--- config.mk ---
export PLATFORM = sky130hd
export DESIGN_NAME = poly_term_feeder
export DESIGN_NICKNAME = d
export VERILOG_FILES = /design/src/rtl/nla_pkg.sv /design/src/rtl/fxp_mul.sv /design/src/rtl/poly_term_feeder.sv
export SDC_FILE = /design/constraint.sdc
export NUM_CORES = 2
export LEC_CHECK = 0
export CAP_MARGIN = 15
export CORE_MARGIN = 2
export CORE_UTILIZATION = 55
export DETAILED_ROUTE_END_ITERATION = 8
export HOLD_SLACK_MARGIN = 0.12
export PLACE_DENSITY = 0.7
export SLEW_MARGIN = 20
export SYNTH_ARGS = -nofsm -noshare
export SYNTH_HDL_FRONTEND = slang
export SYNTH_SLANG_ARGS = --single-unit
export TNS_END_PERCENT = 50
--- constraint.sdc ---
create_clock -name clk_i -period 9.13 [get_ports clk_i]
set_input_delay 2.739 -clock clk_i [delete_from_list [all_inputs] [get_ports clk_i]]
set_output_delay 2.739 -clock clk_i [all_outputs]
set_load 0.05 [all_outputs]
--- src/rtl/nla_pkg.sv ---
// nla_pkg: shared FSM encoding and fixed-point helpers for the nonlinear approximation engine
package nla_pkg;
    localparam logic [0:0] ST_IDLE = 1'b0;
    localparam logic [0:0] ST_EMIT = 1'b1;

    function automatic int cidx_w(input int order);
        return $clog2(order + 1);
    endfunction

    function automatic logic [63:0] one_q(input int frac_bits);
        return 64'd1 << frac_bits;
    endfunction
endpackage

--- src/rtl/fxp_mul.sv ---
// fxp_mul: signed fixed-point multiply, product shifted right by FRAC_BITS and truncated
module fxp_mul #(
    parameter int DATA_WIDTH = 32,
    parameter int FRAC_BITS  = 16
) (
    input  logic [DATA_WIDTH-1:0] i_a,
    input  logic [DATA_WIDTH-1:0] i_b,
    output logic [DATA_WIDTH-1:0] o_p
);
    logic [2*DATA_WIDTH-1:0] w_prod;
    assign w_prod = {{DATA_WIDTH{i_a[DATA_WIDTH-1]}}, i_a} * {{DATA_WIDTH{i_b[DATA_WIDTH-1]}}, i_b};
    assign o_p    = DATA_WIDTH'(w_prod >> FRAC_BITS);
endmodule

--- src/rtl/poly_term_feeder.sv ---
// poly_term_feeder: expands each sample into ORDER+1 (x^k, c[seg][k]) pairs pushed into the MAC FIFOs
module poly_term_feeder
    import nla_pkg::*;
#(
    parameter int DATA_WIDTH = 32,
    parameter int FRAC_BITS  = 16,
    parameter int ORDER      = 3,
    parameter int SEG_BITS   = 2,
    localparam int CIDX_W    = cidx_w(ORDER)
) (
    input  logic                       clk_i,
    input  logic                       rstn_i,
    input  logic [DATA_WIDTH-1:0]      x_i,
    input  logic                       x_valid_i,
    output logic                       x_ready_o,
    input  logic                       cfg_we_i,
    input  logic [SEG_BITS+CIDX_W-1:0] cfg_addr_i,
    input  logic [DATA_WIDTH-1:0]      cfg_data_i,
    output logic                       cfg_err_o,
    input  logic                       full_sig_i,
    input  logic                       full_coeff_i,
    output logic                       push_o,
    output logic [DATA_WIDTH-1:0]      sig_data_o,
    output logic [DATA_WIDTH-1:0]      coeff_data_o,
    output logic                       busy_o,
    output logic                       done_o
);
    localparam int NW = (1 << SEG_BITS) * (ORDER + 1);
    localparam int IW = $clog2(NW);
    localparam logic [DATA_WIDTH-1:0] ONE_Q = DATA_WIDTH'(one_q(FRAC_BITS));

    logic [0:0]            r_state;
    logic [DATA_WIDTH-1:0] r_x;
    logic [DATA_WIDTH-1:0] r_p;
    logic [SEG_BITS-1:0]   r_seg;
    logic [CIDX_W-1:0]     r_k;
    logic                  r_cfg_err;
    logic [DATA_WIDTH-1:0] r_bank [NW];

    logic                  w_idle;
    logic                  w_push;
    logic                  w_last;
    logic                  w_cfg_ok;
    logic [SEG_BITS-1:0]   w_cfg_seg;
    logic [CIDX_W-1:0]     w_cfg_k;
    logic [IW-1:0]         w_widx;
    logic [IW-1:0]         w_ridx;
    logic [DATA_WIDTH-1:0] w_p_next;

    assign w_idle    = (r_state == ST_IDLE);
    assign w_push    = !w_idle && !full_sig_i && !full_coeff_i;
    assign w_last    = (r_k == CIDX_W'(ORDER));
    assign w_cfg_seg = cfg_addr_i[CIDX_W +: SEG_BITS];
    assign w_cfg_k   = cfg_addr_i[CIDX_W-1:0];
    assign w_cfg_ok  = cfg_we_i && w_idle && (w_cfg_k <= CIDX_W'(ORDER));
    assign w_widx    = IW'(w_cfg_seg * (ORDER + 1)) + IW'(w_cfg_k);
    assign w_ridx    = IW'(r_seg * (ORDER + 1)) + IW'(r_k);

    assign x_ready_o    = w_idle;
    assign busy_o       = !w_idle;
    assign push_o       = w_push;
    assign done_o       = w_push && w_last;
    assign cfg_err_o    = r_cfg_err;
    assign sig_data_o   = r_p;
    assign coeff_data_o = r_bank[w_ridx];

    fxp_mul #(
        .DATA_WIDTH (DATA_WIDTH),
        .FRAC_BITS  (FRAC_BITS)
    ) u_mul (
        .i_a (r_p),
        .i_b (r_x),
        .o_p (w_p_next)
    );

    // Burst control: latch sample on accept, advance power and term index on every push
    always_ff @(posedge clk_i or negedge rstn_i) begin
        if (!rstn_i) begin
            r_state <= ST_IDLE;
            r_x     <= '0;
            r_p     <= '0;
            r_seg   <= '0;
            r_k     <= '0;
        end else if (w_idle) begin
            if (x_valid_i) begin
                r_state <= ST_EMIT;
                r_x     <= x_i;
                r_seg   <= x_i[DATA_WIDTH-1 -: SEG_BITS];
                r_k     <= '0;
                r_p     <= ONE_Q;
            end
        end else if (w_push) begin
            r_p     <= w_p_next;
            r_k     <= w_last ? '0 : r_k + 1'b1;
            r_state <= w_last ? ST_IDLE : ST_EMIT;
        end
    end

    // Coefficient bank: writes only land while idle and with an in-range term index
    always_ff @(posedge clk_i or negedge rstn_i) begin
        if (!rstn_i) begin
            for (int i = 0; i < NW; i++) r_bank[i] <= '0;
        end else if (w_cfg_ok) begin
            r_bank[w_widx] <= cfg_data_i;
        end
    end

    // Rejected config writes are flagged one cycle later
    always_ff @(posedge clk_i or negedge rstn_i) begin
        if (!rstn_i) r_cfg_err <= 1'b0;
        else         r_cfg_err <= cfg_we_i && !w_cfg_ok;
    end
endmodule
* Word level (Yosys, flattened, before mapping)
Index checks and enable logic that the tools add are counted.
** Cells by class
- Eq/ne operators :: 2
- Add/subtract/negate cells :: 3
- Bitwise gates (word level) :: 3
- Magnitude comparators :: 4
- Muxes and demuxes :: 17
- Reductions and logical operators :: 13
- $mul :: 1
- Shift-type cells :: 0
- Divide/modulo/power cells :: 0
** Operators by type and width (count)
- $bwmux W512 :: 1
- $mux W32 :: 6
- $bmux W32 S4 :: 1
- $demux W32 S4 :: 1
- $mul A32 B32 Y48 :: 1
- $ge A5 B5 Y1 const B :: 2
- $not A4 Y5 :: 2
- $add A4 B2 Y4 :: 2
- $mux W2 :: 4
- $logic_and A1 B1 Y1 :: 7
- $lt A5 B1 Y1 const B :: 1
- $mux W1 :: 4
- $reduce_and A2 Y1 :: 2
- $logic_not A1 Y1 :: 3
- $add A2 B1 Y2 const B :: 1
- $eq A2 B2 Y1 const B :: 1
- $le A2 B2 Y1 const B :: 1
- $ne A2 B1 Y1 const B :: 1
- $reduce_bool A2 Y1 :: 1
- $not A1 Y1 :: 1
** Word-level totals
- Logic and storage cells :: 65
- Memories kept :: 0
- Memory bits (writable) :: 0
- Latch bits :: 0
- Register bits :: 582
- Output and inout bits :: 69
- ROM bits :: 0
- Input bits :: 74

* Depth between registers and ports, before layout
- Depth in word-level cells :: 7
- Gate-level depth with buffers :: 27
- Depth with buffers taken out :: 25

* Cells and area by module
A second synthesis with hierarchy kept.
** Unflattened totals
- Cell total of the unflattened synthesis :: 4717
- Area, all modules :: 54243.3 sq um
** By module, submodules not included
- fxp_mul :: cells an instance 3088, sequential area each 0.0 sq um, times used 1, area each 28567.4 sq um
- poly_term_feeder :: cells an instance 1629, sequential area each 14513.9 sq um, times used 1, area each 25675.9 sq um

* Worst setup path after synthesis
OpenSTA, ideal clock, no wires.
- Kind :: reg-to-reg
- Start :: register r_p[30], in the netlist sig_data_o[30]
- End :: register r_p[29], in the netlist sig_data_o[29]
- Buffers on the path :: 3
- Period minus slack after synthesis :: 7248 ps
- Data arrival time :: 7178 ps
- Slack :: 1882 ps
- Data required time :: 9061 ps
- Stages on the path, launching flop included :: 27
- Cell sequence :: dfrtp_1 clkbuf_1 clkbuf_1 nand2_1 fa_1 fa_1 inv_1 fa_1 inv_1 fa_1 inv_1 fa_1 fa_1 fa_1 inv_1 fa_1 inv_1 ha_1 buf_2 and3_1 nand2_1 o21ai_1 nand4_1 o21ai_1 a41oi_1 or3_1 nand3_1
** Between the ends
- Longest elaborated chain between the ends :: 3
** RTL lines
- start, declared :: line poly_term_feeder.sv:34 : logic [DATA_WIDTH-1:0] r_p;
- start signal, assigned :: line poly_term_feeder.sv:93 : r_p <= w_p_next;
- $mul A32 B32 Y48 :: line fxp_mul.sv:11 : assign w_prod = {{DATA_WIDTH{i_a[DATA_WIDTH-1]}}, i_a} * {{DATA_WIDTH{i_b[DATA_WIDTH-1]}}, i_b};
- $mux W32 :: line poly_term_feeder.sv:92 : end else if (w_push) begin
- $mux W32 :: line poly_term_feeder.sv:84 : end else if (w_idle) begin
No other way between the ends. The select of a mux whose other input is x is not followed.
A chain may end at the register's enable or synchronous reset.

* Final worst setup path
- Start :: register r_p[7], in the netlist sig_data_o[7]
- End :: register r_p[29], in the netlist sig_data_o[29]
Same word-level chain as after synthesis.

==> impl_metrics.yaml <==
timing:
  tightest_slew_ns: 1.16
  rsz0062_at_grt: "false"
  skew_ns: 0.0350
  setup_tns_ns: 0
  setup_viol: 0
  clock.fmax_ghz: 0.122
  relSlewSlack_pct: 22.8
  hold_viol_final: 0
  min_period_over_period_pct: 89.7
  slew_violations: 0
  fin_crit_ns: 8.19
critical_path:
  cp-endpoint: "sig_data_o[29]"
  end_kind: "flop"
  r2r-start: "sig_data_o[7]"
  crit_arrival_ns: 8.75
  required_ns: 9.69
  critPathMaxFanout: 20
  ff2ff_path_depth: 25
  start_kind: "flop"
  path_class: "flop to flop"
  reg2reg_to: "sig_data_o[29]"
  crit_path_start: "sig_data_o[7]"
  ff2ff_setup_slack_ns: 0.94
clock_tree:
  post_cts_buffers: 0
  cts_buffers: 66
  cts_sinks: 580
  htreeDepth: 3
  path_clk_slew_ns: 0.06
  cts_tree: "done"
  root_buffer: "clkbuf_16"
  postCtsHoldBufs: 0
  clk_latency_ns: 0.64
  clock_path_buffers: 3
  post_cts_resized: 0
synth:
  ys_ff_latch: 580
  synth_edf_count: 0
  yosysWarnings: 0
  syn_inst: 4747
  yosysSeqAreaShare_pct: 26.8
  synthesis.nets: 5823
  yosys.area_share.simple_pct: 10.4
  synth.avg_cell_area_um2: 11.4
  synth_cell_types: 56
  netlist_area_um2: 54100
  ys.flop_type: "dfrtp_1"
  synth_commonest_cells: "fa_1, inv_1, nand2_1"
  synth_fa_ha_area_share_pct: 34.8
  synth_compound_area_share_pct: 1.98
  synth_top_cell_area_share_pct: 31.0
  yosys-top-cells-area: "fa_1, dfrtp_1, mux2_2, mux4_2, inv_1"
  yosysMostFrequentCell: "fa_1"
  synth_xor_area_share_pct: 1.13
  synth_top_family_by_area: "adder cells"
  async_flop_share_pct: 100
  yosysTopAreaCell: "fa_1"
  synth.area.mux_share_pct: 17.3
cells_and_area:
  area_delta_synth_final_pct: 9.09
  multi_input_area_um2: 35600
  register_area_um2: 14500
  fin_nets: 5806
  fillers: 7815
  drive_above_1_share_pct: 18.7
detailed_routing:
  avgRoutedWirePerCell_um: 22.7
  avgViaCountPerCell: 5.76
  drtIter0Drc: 2684
  drt_wl_total_um: 138000
  drcViolationCount: 0
  ant_nets: 0
  vias: 34920
  drt_first_pass_iters: 6
floorplan:
  initial_utilization_pct: 55.3
  core_area_um2: 98000
  dieHeight_um: 318
  fp.dieW_um: 318
  num_rows: 115
  dieArea_um2: 101000
  ios: 143
place:
  finalWeightedCongestion: 0.914
  portBuffers: 142
  dp_hpwl_um: 97000
run_status:
  status: "finished clean"
global_route:
  antenna_found_initial: 4
  grt_util_met3_pct: 5.56
  use_met2_pct: 47.4
  grt_pass1_wl_um: 222000
  grt_pass1_vias: 38143
  busiest_layer: "met2"
  met1_usage_pct: 38.5
  grtUsageTotal_pct: 28.6
  grt_max_degree: 199
  grt_overflow_total: 0
hold_path:
  hold_class: "flop to flop"
run:
  cap_violations: 0
[state kept, by name, summed over array words and instances, names as in the netlist]
name	cells
sig_data_o	32
cfg_err_o	1
busy_o	1
r_bank	512
r_k	2
r_x	32
[cell usage in the layout (no fill, tap or decap), types with 7 or more instances in the layout]
master,synthesis,layout
nor2_1,23,22
o21ai_0,38,38
inv_1,772,772
nor2b_1,19,16
nand4_1,8,8
a21oi_1,42,42
ha_1,164,164
fa_1,838,838
and3_1,9,7
and2_1,425,425
mux2_2,498,498
clkbuf_1,257,11
clkdlybuf4s50_1,0,141
xor2_1,19,19
a21o_1,18,18
clkbuf_16,0,66
mux2_1,14,14
nand2_1,622,612
nand2b_1,11,11
a31oi_1,10,10
nand3_1,31,31
nand2_2,0,10
buf_4,0,85
xnor2_1,51,51
clkbuf_8,0,11
dfrtp_1,580,569
mux4_2,160,160
o21ai_1,17,17
dfrtp_2,0,8
[stage by stage]
stage | hold WS (ns) | cells | util (%) | setup slack, ns | area (um^2)
2_1_floorplan | 0.453 | 4747 | - | 1.88 | 54100
3_3_place_gp | 0.459 | 5947 | 57.9 | 1.06 | 56800
3_5_place_dp | 0.470 | 5947 | 57.9 | 1.05 | 56800
4_1_cts | 0.484 | 6061 | 60.2 | 1.01 | 59000
5_1_grt | 0.494 | 6063 | 60.3 | 0.677 | 59100
6_report | 0.480 | 6065 | 60.3 | 0.940 | 59100
[cells by family (layout without fill, tap and decap cells)]
group	after synthesis	count (layout)
AOI/OAI and AO/OA	170	170
xor gates and xnor gates	70	70
adders and majority gates	1002	1002
buffers and inverters	1092	1121
DFF	580	580
muxes	672	672
other	0	2
and+or+nand+nor	1161	1161
[layer usage]
layer  part of all wire, %  vias to the layer above
met4                   2.9                        6
met3                   7.9                      257
met1                    40                    18528
met5                 0.025                        -
met2                    49                     1373
li1                      -                    14756
[worst min-delay path by stage]
stage                      from          end  slack (ns)  cells after the start
global route        r_bank[276]  r_bank[276]        0.49                      1
detailed placement  r_bank[283]  r_bank[283]        0.47                      1
CTS                 r_bank[283]  r_bank[283]        0.48                      1
finish                  r_x[20]      r_x[20]        0.48                      2
global placement        r_x[20]      r_x[20]        0.46                      2
floorplan           r_bank[260]  r_bank[260]        0.45                      1
[critical path, cell delays in order, from the launching register on]
cell and delay [ns]:
dfrtp_1 1.11, buf_4 0.32, nand2_1 0.09, fa_1 0.56, inv_1 0.08, fa_1 0.44, fa_1 0.50, inv_1 0.05
fa_1 0.49, inv_1 0.06, fa_1 0.46, ha_1 0.30, fa_1 0.48, inv_1 0.05, fa_1 0.47, inv_1 0.04
ha_1 0.39, nand2_1 0.17, o21ai_0 0.49, a21oi_1 0.17, o211ai_1 0.19, a21oi_1 0.10, o21ai_1 0.36, a41oi_1 0.27
or3_1 0.39, nand3_1 0.08
[cell type report]
type	count	share of cell area, %
clock buffer	88	3.12
tap	1287	2.73
multi-input combinational	3075	60.2
clock inverter	26	0.682
sequential	580	24.6
inverter	774	4.92
timing repair buffer	233	3.72
antenna	2	0.00847
Power is left out: the tool's default activity adds up to more than one toggle a clock period on the data nets, which glitch-free logic cannot reach.
